### src/rtl/spi_ram_pkg.sv
// spi_ram_pkg: shared types for the SPI/local RAM arbiter
package spi_ram_pkg;
  typedef enum logic [1:0] {WR_ADDR = 2'b00, WR_DATA = 2'b01, RD_ADDR = 2'b10, RD_DATA = 2'b11} spi_cmd_e;
  typedef enum logic [1:0] {IDLE, ACCESS, CAPTURE} arb_state_e;
  typedef enum logic {SPI, LOC} owner_e;
endpackage

### src/rtl/spi_cmd_capture.sv
// spi_cmd_capture: SPI frame decode, address registers, single pending entry, overrun flag
module spi_cmd_capture
  import spi_ram_pkg::*;
#(
  parameter int ADDR_W = 8
) (
  input  logic              clk,
  input  logic              rst,
  input  logic [9:0]        rx_data,
  input  logic              rx_valid,
  input  logic              spi_take,
  output logic              pend,
  output logic              pend_we,
  output logic [ADDR_W-1:0] pend_addr,
  output logic [7:0]        pend_wdata,
  output logic              spi_ovr
);
  logic              rx_valid_q;
  logic [ADDR_W-1:0] wr_addr, rd_addr;
  spi_cmd_e          cmd;
  logic              frame, data_cmd;
  assign cmd      = spi_cmd_e'(rx_data[9:8]);
  assign frame    = rx_valid & ~rx_valid_q;
  assign data_cmd = frame & (cmd == WR_DATA || cmd == RD_DATA);
  // edge detect, address registers and pending entry; a grant on the same edge frees the slot
  always_ff @(posedge clk) begin
    if (rst) begin
      rx_valid_q <= 1'b0;
      wr_addr    <= '0;
      rd_addr    <= '0;
      pend       <= 1'b0;
      pend_we    <= 1'b0;
      pend_addr  <= '0;
      pend_wdata <= '0;
      spi_ovr    <= 1'b0;
    end else begin
      rx_valid_q <= rx_valid;
      if (frame && cmd == WR_ADDR) wr_addr <= rx_data[ADDR_W-1:0];
      if (frame && cmd == RD_ADDR) rd_addr <= rx_data[ADDR_W-1:0];
      if (data_cmd && (!pend || spi_take)) begin
        pend       <= 1'b1;
        pend_we    <= cmd == WR_DATA;
        pend_addr  <= cmd == WR_DATA ? wr_addr : rd_addr;
        pend_wdata <= rx_data[7:0];
      end else if (spi_take) begin
        pend <= 1'b0;
      end
      if (data_cmd && pend && !spi_take) spi_ovr <= 1'b1;
    end
  end
endmodule

### src/rtl/spi_ram_arbiter.sv
// spi_ram_arbiter: round-robin sharing of one RAM port between SPI commands and a local host
module spi_ram_arbiter
  import spi_ram_pkg::*;
#(
  parameter int ADDR_W = 8
) (
  input  logic              clk,
  input  logic              rst,
  input  logic [9:0]        rx_data,
  input  logic              rx_valid,
  input  logic              ss_n,
  output logic [7:0]        tx_data,
  output logic              tx_valid,
  input  logic              loc_req,
  input  logic              loc_we,
  input  logic [ADDR_W-1:0] loc_addr,
  input  logic [7:0]        loc_wdata,
  output logic              loc_gnt,
  output logic [7:0]        loc_rdata,
  output logic              loc_rvalid,
  output logic              ram_en,
  output logic              ram_we,
  output logic [ADDR_W-1:0] ram_addr,
  output logic [7:0]        ram_wdata,
  input  logic [7:0]        ram_rdata,
  output logic              spi_ovr
);
  arb_state_e        state, state_nx;
  owner_e            last_gnt;
  logic              cur_loc;
  logic              spi_pend, pend_we;
  logic [ADDR_W-1:0] pend_addr;
  logic [7:0]        pend_wdata;
  logic              idle, pick_spi, pick_loc, grant, spi_take, capture;
  spi_cmd_capture #(.ADDR_W(ADDR_W)) u_cap (
    .clk       (clk),
    .rst       (rst),
    .rx_data   (rx_data),
    .rx_valid  (rx_valid),
    .spi_take  (spi_take),
    .pend      (spi_pend),
    .pend_we   (pend_we),
    .pend_addr (pend_addr),
    .pend_wdata(pend_wdata),
    .spi_ovr   (spi_ovr)
  );
  // arbitration and next state; ram_we still holds the access type while in ACCESS
  always_comb begin
    idle     = state == IDLE;
    capture  = state == CAPTURE;
    pick_spi = spi_pend & (~loc_req | last_gnt == LOC);
    pick_loc = loc_req & ~pick_spi;
    grant    = idle & (spi_pend | loc_req);
    spi_take = idle & pick_spi;
    state_nx = idle ? (grant ? ACCESS : IDLE) : (state == ACCESS ? (ram_we ? IDLE : CAPTURE) : IDLE);
  end
  // state register
  always_ff @(posedge clk) begin
    if (rst) state <= IDLE;
    else state <= state_nx;
  end
  // RAM strobes, grant pulses, read-data return; last_gnt only moves on a contested grant
  always_ff @(posedge clk) begin
    if (rst) begin
      ram_en     <= 1'b0;
      ram_we     <= 1'b0;
      ram_addr   <= '0;
      ram_wdata  <= '0;
      loc_gnt    <= 1'b0;
      loc_rdata  <= '0;
      loc_rvalid <= 1'b0;
      tx_data    <= '0;
      tx_valid   <= 1'b0;
      cur_loc    <= 1'b0;
      last_gnt   <= LOC;
    end else begin
      ram_en     <= grant;
      ram_we     <= grant & (pick_spi ? pend_we : loc_we);
      loc_gnt    <= grant & pick_loc;
      loc_rvalid <= capture & cur_loc;
      if (grant) begin
        ram_addr  <= pick_spi ? pend_addr : loc_addr;
        ram_wdata <= pick_spi ? pend_wdata : loc_wdata;
        cur_loc   <= pick_loc;
      end
      if (grant && spi_pend && loc_req) last_gnt <= pick_loc ? LOC : SPI;
      if (capture && cur_loc) loc_rdata <= ram_rdata;
      if (capture && !cur_loc) begin
        tx_data  <= ram_rdata;
        tx_valid <= 1'b1;
      end else if (ss_n) begin
        tx_valid <= 1'b0;
      end
    end
  end
endmodule

### config.mk
export PLATFORM = sky130hd
export DESIGN_NAME = spi_ram_arbiter
export DESIGN_NICKNAME = d
export VERILOG_FILES = /design/src/rtl/spi_ram_pkg.sv /design/src/rtl/spi_cmd_capture.sv /design/src/rtl/spi_ram_arbiter.sv
export SDC_FILE = /design/constraint.sdc
export NUM_CORES = 1
export LEC_CHECK = 0
export CAP_MARGIN = 10
export CELL_PAD_IN_SITES_DETAIL_PLACEMENT = 0
export CELL_PAD_IN_SITES_GLOBAL_PLACEMENT = 2
export CORE_MARGIN = 4
export CORE_UTILIZATION = 29
export CTS_CLUSTER_DIAMETER = 100
export DETAILED_ROUTE_END_ITERATION = 7
export GPL_TIMING_DRIVEN = 0
export PLACE_DENSITY = 0.79
export SLEW_MARGIN = 30
export SYNTH_ARGS = -nofsm -noshare
export SYNTH_HDL_FRONTEND = slang
export SYNTH_SLANG_ARGS = --single-unit
### constraint.sdc
create_clock -name clk -period 1.8 [get_ports clk]
set_clock_uncertainty 0.1 [all_clocks]
set_input_delay 0.36 -clock clk [delete_from_list [all_inputs] [get_ports clk]]
set_output_delay 0.36 -clock clk [all_outputs]
set_load 0.005 [all_outputs]
Yosys cells after proc, flatten, opt, wreduce, memory -nomap -nowiden
Cells that the tools add are included.
{"block": "word_totals", "input_bits": 40, "register_bits": 77}
{"block": "op_classes", "n_mux": 13, "bitwise_logic": 14, "n_reduce_logical": 18, "eq_ne": 5}
{"cell": "$mux 8", "count": 3}
{"cell": "$and 1x1->1", "count": 9}
{"cell": "$logic_and 1x1->1", "count": 9}
{"cell": "$mux 1", "count": 7}
{"cell": "$eq 2x2->1 const B", "count": 3}
{"cell": "$mux 2", "count": 3}
{"cell": "$eq 2x1->1 const B", "count": 2}
{"cell": "$logic_not 2->1", "count": 2}
{"cell": "$reduce_bool 2->1", "count": 2}
{"cell": "$logic_not 1->1", "count": 3}
{"cell": "$not 1->1", "count": 3}
{"cell": "$logic_or 1x1->1", "count": 2}
{"cell": "$or 1x1->1", "count": 2}

Logic depth before layout (Yosys ltp)
Gate-level depths: netlist of run 1.
{"block": "logic_depth", "ltp_word": 7, "depth_mapped": 6, "ltp_nobuf": 4}

By module
Synthesis of run 1 repeated with hierarchy kept, for this count alone.
{"block": "unflattened", "cells_unflattened": 337, "area_unflattened_um2": 3269.4}
{"mod": "spi_ram_arbiter", "seq_area_each_um2": 820.8, "cells_per_inst": 182, "instances": 1, "area_per_inst_um2": 1745.4}
{"mod": "spi_cmd_capture", "seq_area_each_um2": 720.7, "cells_per_inst": 155, "instances": 1, "area_per_inst_um2": 1524.0}

Worst setup path before layout of run 1
OpenSTA, ideal clock, no wires.
{"block": "synth_timing", "path_type": "input to register", "start": "in rx_data[8]", "end": "reg u_cap.wr_addr[0]", "t_arrival_ns": 1.113, "setup_ns": 0.134, "t_required_ns": 1.566, "path_buffers": 1, "stages": 4, "setup_slack_ns": 0.453, "cell_sequence": "or4b_1 buf_2 nand2_1 a21oi_1"}
{"block": "synth_via", "elab_chain_len": 2}
{"item": "start: declaration", "line_no": "spi_ram_arbiter.sv:9", "text": "input logic [9:0] rx_data,"}
{"item": "$logic_not 2->1", "line_no": "spi_cmd_capture.sv:38", "text": "if (frame && cmd == WR_ADDR) wr_addr <= rx_data[ADDR_W-1:0];"}
{"item": "$logic_and 1x1->1", "line_no": "spi_cmd_capture.sv:38"}
{"item": "end signal: assignment", "line_no": "spi_cmd_capture.sv:38"}
{"item": "end: declaration", "line_no": "spi_cmd_capture.sv:19", "text": "logic [ADDR_W-1:0] wr_addr, rd_addr;"}
No other way between the ends.
A chain may end at the register's enable or synchronous reset.

Worst setup path in the final report of run 1
{"block": "layout_timing", "start": "in loc_req", "end": "reg ram_addr[2]"}
{"block": "layout_via", "elab_chain_len": 4}
{"item": "start: declaration", "line_no": "spi_ram_arbiter.sv:14", "text": "input logic loc_req,"}
{"item": "$not 1->1", "line_no": "spi_ram_arbiter.sv:51", "text": "pick_spi = spi_pend & (~loc_req | last_gnt == LOC);"}
{"item": "$or 1x1->1", "line_no": "spi_ram_arbiter.sv:51"}
{"item": "$and 1x1->1", "line_no": "spi_ram_arbiter.sv:51"}
{"item": "$mux 8", "line_no": "spi_ram_arbiter.sv:82", "text": "ram_addr <= pick_spi ? pend_addr : loc_addr;"}
{"item": "end signal: assignment", "line_no": "spi_ram_arbiter.sv:82"}
{"item": "end: declaration", "line_no": "spi_ram_arbiter.sv:23", "text": "output logic [ADDR_W-1:0] ram_addr,"}
Parallel ways exist; a longest one is shown, timed or not.

==> results_dict.tcl, run 1 <==
set metrics [dict create \
    crit_required_ps 1930 \
    pre_cts_ws_ps -248.1 \
    placedCellCount 522 \
    synth_top_area_share 0.5051 \
    grt_max_degree 13 \
    drt-total-wl_mm 7.791 \
    cp_num_buf_inv 2 \
    grt_use_total 0.1282 \
    hold_viol_final 0 \
    ant_nets 0 \
    max_stage_delay_ps 620 \
    synth_most_common_cell "dfxtp_1" \
    synth_fa_ha_area_frac 0 \
    htreeDepth 3 \
    critPathMaxFanout 10 \
    cts_tree "yes" \
    ys.flop_type "dfxtp_1" \
    area_growth_pct 36.78 \
    cts_num_sinks 77 \
    yosys.area.top_type "dfxtp_1" \
    slew_violations 0 \
    ys_ff_latch 77 \
    critPathLaunchType "input pin" \
    power_density_nw_per_um2 872.2 \
    nets 437 \
    clockRootBuffer "clkbuf_8" \
    path_cells "clkdlybuf4s50_1 -> nand2b_4 -> nand2_4 -> buf_8 -> mux2i_1 -> a21oi_1" \
    rr_worst_depth 5 \
    status "completed" \
    yosys-top-cells-area "dfxtp_1 51%, mux2i_1 16%, a21oi_1 7.2%, o21ai_0 4.1%, nor2_1 3.8%" \
    postCtsSetupBuffers 0 \
    dieArea_um2 12230 \
    ios 78 \
    drcViolationCount 0 \
    cpMaxStageDelayCell "clkdlybuf4s50_1" \
    grt_overflow_total 0 \
    io_buffers 76 \
    arrival_ps 1820 \
    cpLargestDelayFamily "buffers and inverters" \
    power_uw 3641 \
    worst_slew_pin_slew_ps 707.1 \
    routabilityCongestion 0.7495 \
    coreArea_um2 10280 \
    netlist_area_um2 3052 \
    row_count 37 \
    post-dp-hpwl_mm 5.994 \
    insertion_delay_ps 350 \
    ctsHoldBuffers 0 \
    setup_violations 0 \
    end_kind "flop" \
    muxShareOfSynthArea 0.1607 \
    yosys.area_share.simple 0.1300 \
    via_per_inst 4.552 \
    hold_path.class "flop to flop" \
    die_x_um 110.6 \
    diodes 0 \
    fin_ws_ps 107.6 \
    drive_gt1_frac 0.09950 \
    slew-limit-headroom 0.5274 \
    fin_crit_ps 1692 \
    wl_per_cell_um 14.48 \
    yosys.area_share.xor_xnor 0.002870 \
    initial_core_util 0.2969 \
    hold_depth 1 \
    grt_pass1_vias 2404 \
    clockBufferDepth 2 \
    yosys_warnings 0 \
    timing.rr.start "last_gnt" \
    vias 2449 \
    max_freq_mhz 590.9 \
    drtPass1Iterations 4 \
    synth_top_family_by_area "multiplexers" \
    power.leakage_uw 0.001671 \
    rr_endpoint "ram_addr[2]" \
    instances_no_fill 538 \
    rsz0062_at_grt "false" \
    yosys-top-cells-count "77 x dfxtp_1, 49 x mux2i_1, 44 x a21oi_1" \
    cap_violations 0 \
    postSynthCellCount 310 \
    cts_resized 0 \
    die_h_um 110.6 \
    grt_antenna_before_repair 0 \
    synth_compound_area_frac 0.1529 \
    hold_path.startpoint "ram_we" \
    syn_nets 350 \
    ys_seq_area_frac 0.5051 \
    clkTransAtPathRegs_ps 80 \
    crit_type "input pin to flop" \
    grt_pass1_wl_mm 12.65 \
    async_reset_ff_frac 0 \
    syn_area_per_cell_um2 9.844 \
    regToRegSetupSlack_ps 340 \
    ir_worst_vdd_mv 0.4476 \
    synth-edff-count 0 \
    cts-buffers-inserted 9 \
    drt_iter0_markers 57 \
    synthDistinctLibCells 37 \
    worstHoldEndpoint "state[1]" \
    fin_util 0.4061 \
    fin_crit_sh 0.9402 \
]
-- cells by family (layout without fill, tap and decap cells) --
kind of cell           Yosys count  in the layout
buffers and inverters           24            116
flip-flops                      77             77
XOR/XNOR                         1              1
multiplexers                    49             49
AND/OR/NAND/NOR                 77             77
AO/OA/AOI/OAI                   82             82
-- area by class of cell --
type | instances | area [um^2]
timing repair buffer | 76 | 760.7
multi-input combinational | 209 | 1363
clock buffer | 11 | 141.4
tap | 136 | 170.2
fill | 1064 | 6103
sequential | 77 | 1541
clock inverter | 5 | 50.05
buffer | 22 | 140.1
inverter | 2 | 7.507
-- per-stage QoR --
| step | cell area (um^2) | setup TNS, ps | hold WS [ps] |
|---|---|---|---|
| floorplan | 3052 | 0 | 323.1 |
| global placement | 3983 | -7408 | 318.3 |
| detailed placement | 3983 | -7783 | 327.0 |
| CTS | 4174 | 0 | 331.6 |
| global route | 4174 | 0 | 342.4 |
| finish | 4174 | 0 | 330.3 |
-- power breakdown --
group          total [uW]  switching, uW  internal (uW)
combinational         513            232            280
sequential           1850           52.6           1790
clock                1280            612            670
-- registers in the layout, summed over array words and instances (netlist names), 2 cells and up --
signal and count:
loc_rdata 8, ram_wdata 8, ram_addr 8, state 2, u_cap.rd_addr 8, u_cap.pend_wdata 8, u_cap.wr_addr 8, u_cap.pend_addr 8
tx_data 8
-- layer usage --
layer / vias to the layer above / wire length (um) / GRT usage
li1: 1263 / - / -
met1: 1104 / 3707 / 0.1618
met2: 73 / 3559 / 0.2067
met3: 9 / 436 / 0.04493
met4: 0 / 87 / 0.03695
met5: - / 0 / 0
-- placed cells by master, fill, tap and decap left out, types with 2 or more instances in the layout --
cell and n:
clkdlybuf4s50_1 76, mux2i_1 49, clkbuf_8 10, nand2_1 19, nand3_1 9, o21ai_0 25
nor2_1 31, a21oi_1 44, buf_2 4, buf_4 7, clkinv_2 4, buf_6 2
nor2_4 2, dfxtp_1 77, clkbuf_1 8, inv_1 2, nor3b_1 2, a211oi_1 8
-- how the worst max path moves through the flow --
stage / start / end / slack (ps) / cells past startpoint
6_report: loc_req / ram_addr[2] / 110 / 6
5_1_grt: rx_data[8] / u_cap.wr_addr[6] / 30 / 4
4_1_cts: ram_addr[1] / ram_addr[1] / 100 / 1
3_5_place_dp: loc_req / ram_addr[2] / -250 / 6
3_3_place_gp: loc_req / ram_addr[2] / -230 / 6
2_1_floorplan: rx_data[8] / u_cap.wr_addr[0] / 450 / 4
(Power assumes the default switching activity.)
==> run 2, diff against run 1 <==
- CORE_UTILIZATION: 29 -> 26
- PLACE_DENSITY: 0.79 -> 0.75
- clock period: 1.8 -> 1.4 ns (I/O delays scaled with it)
==> run 2 against run 1 <==
Against the previous run: core utilization decreased by 2.0 points; non-clock buffer count increased by 7; critical path depth is the same; wire length increased by 5.2%; cell area is 6.1% higher; via count increased by 1.8%; total power up 50%; register-to-register slack got worse by 330 ps; largest cell class unchanged.
==> results_dict.tcl, run 2 (synthesis results as in run 1) <==
set metrics [dict create \
    status "completed" \
    grt_max_degree 13 \
    post-dp-hpwl_mm 6.260 \
    critPathMaxFanout 10 \
    coreArea_um2 11470 \
    cts_tree "yes" \
    pre_cts_ws_ps -548.6 \
    ir_worst_vdd_mv 0.6204 \
    placed_area_um2 3991 \
    clockRootBuffer "clkbuf_16" \
    slew_violations 0 \
    row_count 39 \
    power.leakage_uw 0.001935 \
    via_per_inst 4.514 \
    critPathLaunchType "flop" \
    cts-buffers-inserted 9 \
    slew-limit-headroom 0.6175 \
    cpMaxStageDelayCell "dfxtp_2" \
    routabilityCongestion 0.7268 \
    dieArea_um2 13540 \
    hold_path.class "flop to flop" \
    arrival_ps 1480 \
    grt_antenna_before_repair 0 \
    clockBufferDepth 2 \
    area_growth_pct 45.14 \
    nets 444 \
    crit_required_ps 1490 \
    cts_num_sinks 77 \
    drcViolationCount 0 \
    ios 78 \
    finalInstanceArea_um2 4429 \
    hold_viol_final 0 \
    setup_violations 0 \
    ant_nets 0 \
    crit_type "flop to flop" \
    clkTransAtPathRegs_ps 60 \
    io_buffers 76 \
    grt_overflow_total 0 \
    drt-total-wl_mm 8.195 \
    power_density_nw_per_um2 1233 \
    max_stage_delay_ps 320 \
    worst_slew_pin_slew_ps 573.7 \
    path_cells "nand2b_4 -> a21bo_1 -> buf_6 -> buf_8 -> a21oi_2 -> a211oi_2" \
    die_x_um 116.3 \
    drive_gt1_frac 0.1614 \
    cp_num_buf_inv 2 \
    drtPass1Iterations 4 \
    drt_iter0_markers 70 \
    diodes 0 \
    fin_ws_ps 5.733 \
    grt_pass1_wl_mm 13.14 \
    initial_core_util 0.2661 \
    end_kind "flop" \
    fin_crit_sh 0.9959 \
    grt_use_total 0.1259 \
    die_h_um 116.3 \
    rsz0062_at_grt "true" \
    wl_per_cell_um 14.85 \
    cpLargestDelayFamily "compound AO/OA/AOI/OAI gates" \
    mostFrequentLayoutCells "71 x dfxtp_1, 46 x mux2i_1, 42 x a21oi_1, 42 x dlygate4sd2_1, 34 x clkdlybuf4s50_1" \
    ctsHoldBuffers 0 \
    insertion_delay_ps 330 \
    layout_commonest_cell "dfxtp_1" \
    cap_violations 0 \
    htreeDepth 3 \
    max_freq_mhz 717.2 \
    vias 2492 \
    grt_pass1_vias 2590 \
    fin_crit_ps 1394 \
]
[run 2: changes by cell type in the layout (fill, tap and decap cells not counted), sizes merged]
cell | previous run | this run
clkdlybuf4s50 | 76 | 34
buf | 15 | 21
clkinvlp | 0 | 1
dlygate4sd2 | 0 | 42
clkbuf | 18 | 20
bufinv | 1 | 2
clkinv | 4 | 1
[run 2: layout make-up]
class / count / area [um^2]
plain buffers: 22 / 167.7
clock buffers: 12 / 236.5
clock inverters: 4 / 72.57
fillers: 1164 / 7038
inverters: 2 / 7.507
multi-input cells: 209 / 1441
flip-flops and latches: 77 / 1551
well taps: 143 / 178.9
repair buffers: 83 / 773.2
[run 2: repair_timing]
item / in CTS / in global routing
gates resized for setup: 53 / 25
pin swaps: 4 / 7
setup endpoints to repair: 90 / 52
setup buffers: 2 / 5
[run 2: worst reg2reg max path: cells and delay by family (launching register included)]
kind	cells	cell delay (ps)
AO/OA/AOI/OAI	3	380
buffers and inverters	2	280
flip-flops	1	320
AND/OR/NAND/NOR	1	170
[run 2: per-stage QoR]
step	util	instances	power [uW]	hold WS, ps	TNS (ps)
final	0.3863	552	5463	322.2	0
after floorplan	-	310	2730	276.6	0
after CTS	0.3760	547	5498	311.8	0
after global placement	0.3481	529	3093	315.4	-25050
after global routing	0.3863	552	5704	342.0	-793.9
after detailed placement	0.3481	529	3095	334.9	-25210
[run 2: final timing paths]
check                               from  cells past startpoint            endpoint  slack [ps]
worst max-delay path            last_gnt                      6  u_cap.pend_addr[6]           6
worst min-delay path              ram_we                      1            state[1]         320
worst max register to register  last_gnt                      6  u_cap.pend_addr[6]           6
worst min register to register    ram_we                      1            state[1]         320
[run 2: routing by layer]
metal | up-vias | track usage | part of all wire | routed length, um
met2 | 75 | 0.2052 | 0.45 | 3715
met3 | 7 | 0.03627 | 0.063 | 520
li1 | 1287 | - | - | -
met1 | 1123 | 0.1639 | 0.47 | 3875
met4 | 0 | 0.03248 | 0.010 | 84
met5 | - | 0 | 0 | 0
[run 2: report_power, final]
group / internal [uW] / switching (uW)
Combinational: 352 / 321
Sequential: 2310 / 66.2
Clock: 1560 / 853
==> run 3, diff against run 2 <==
- HOLD_SLACK_MARGIN: unset -> 0.06
==> results of run 3 <==
Same layout as run 2: the final DEF is identical, and so are final timing and power.
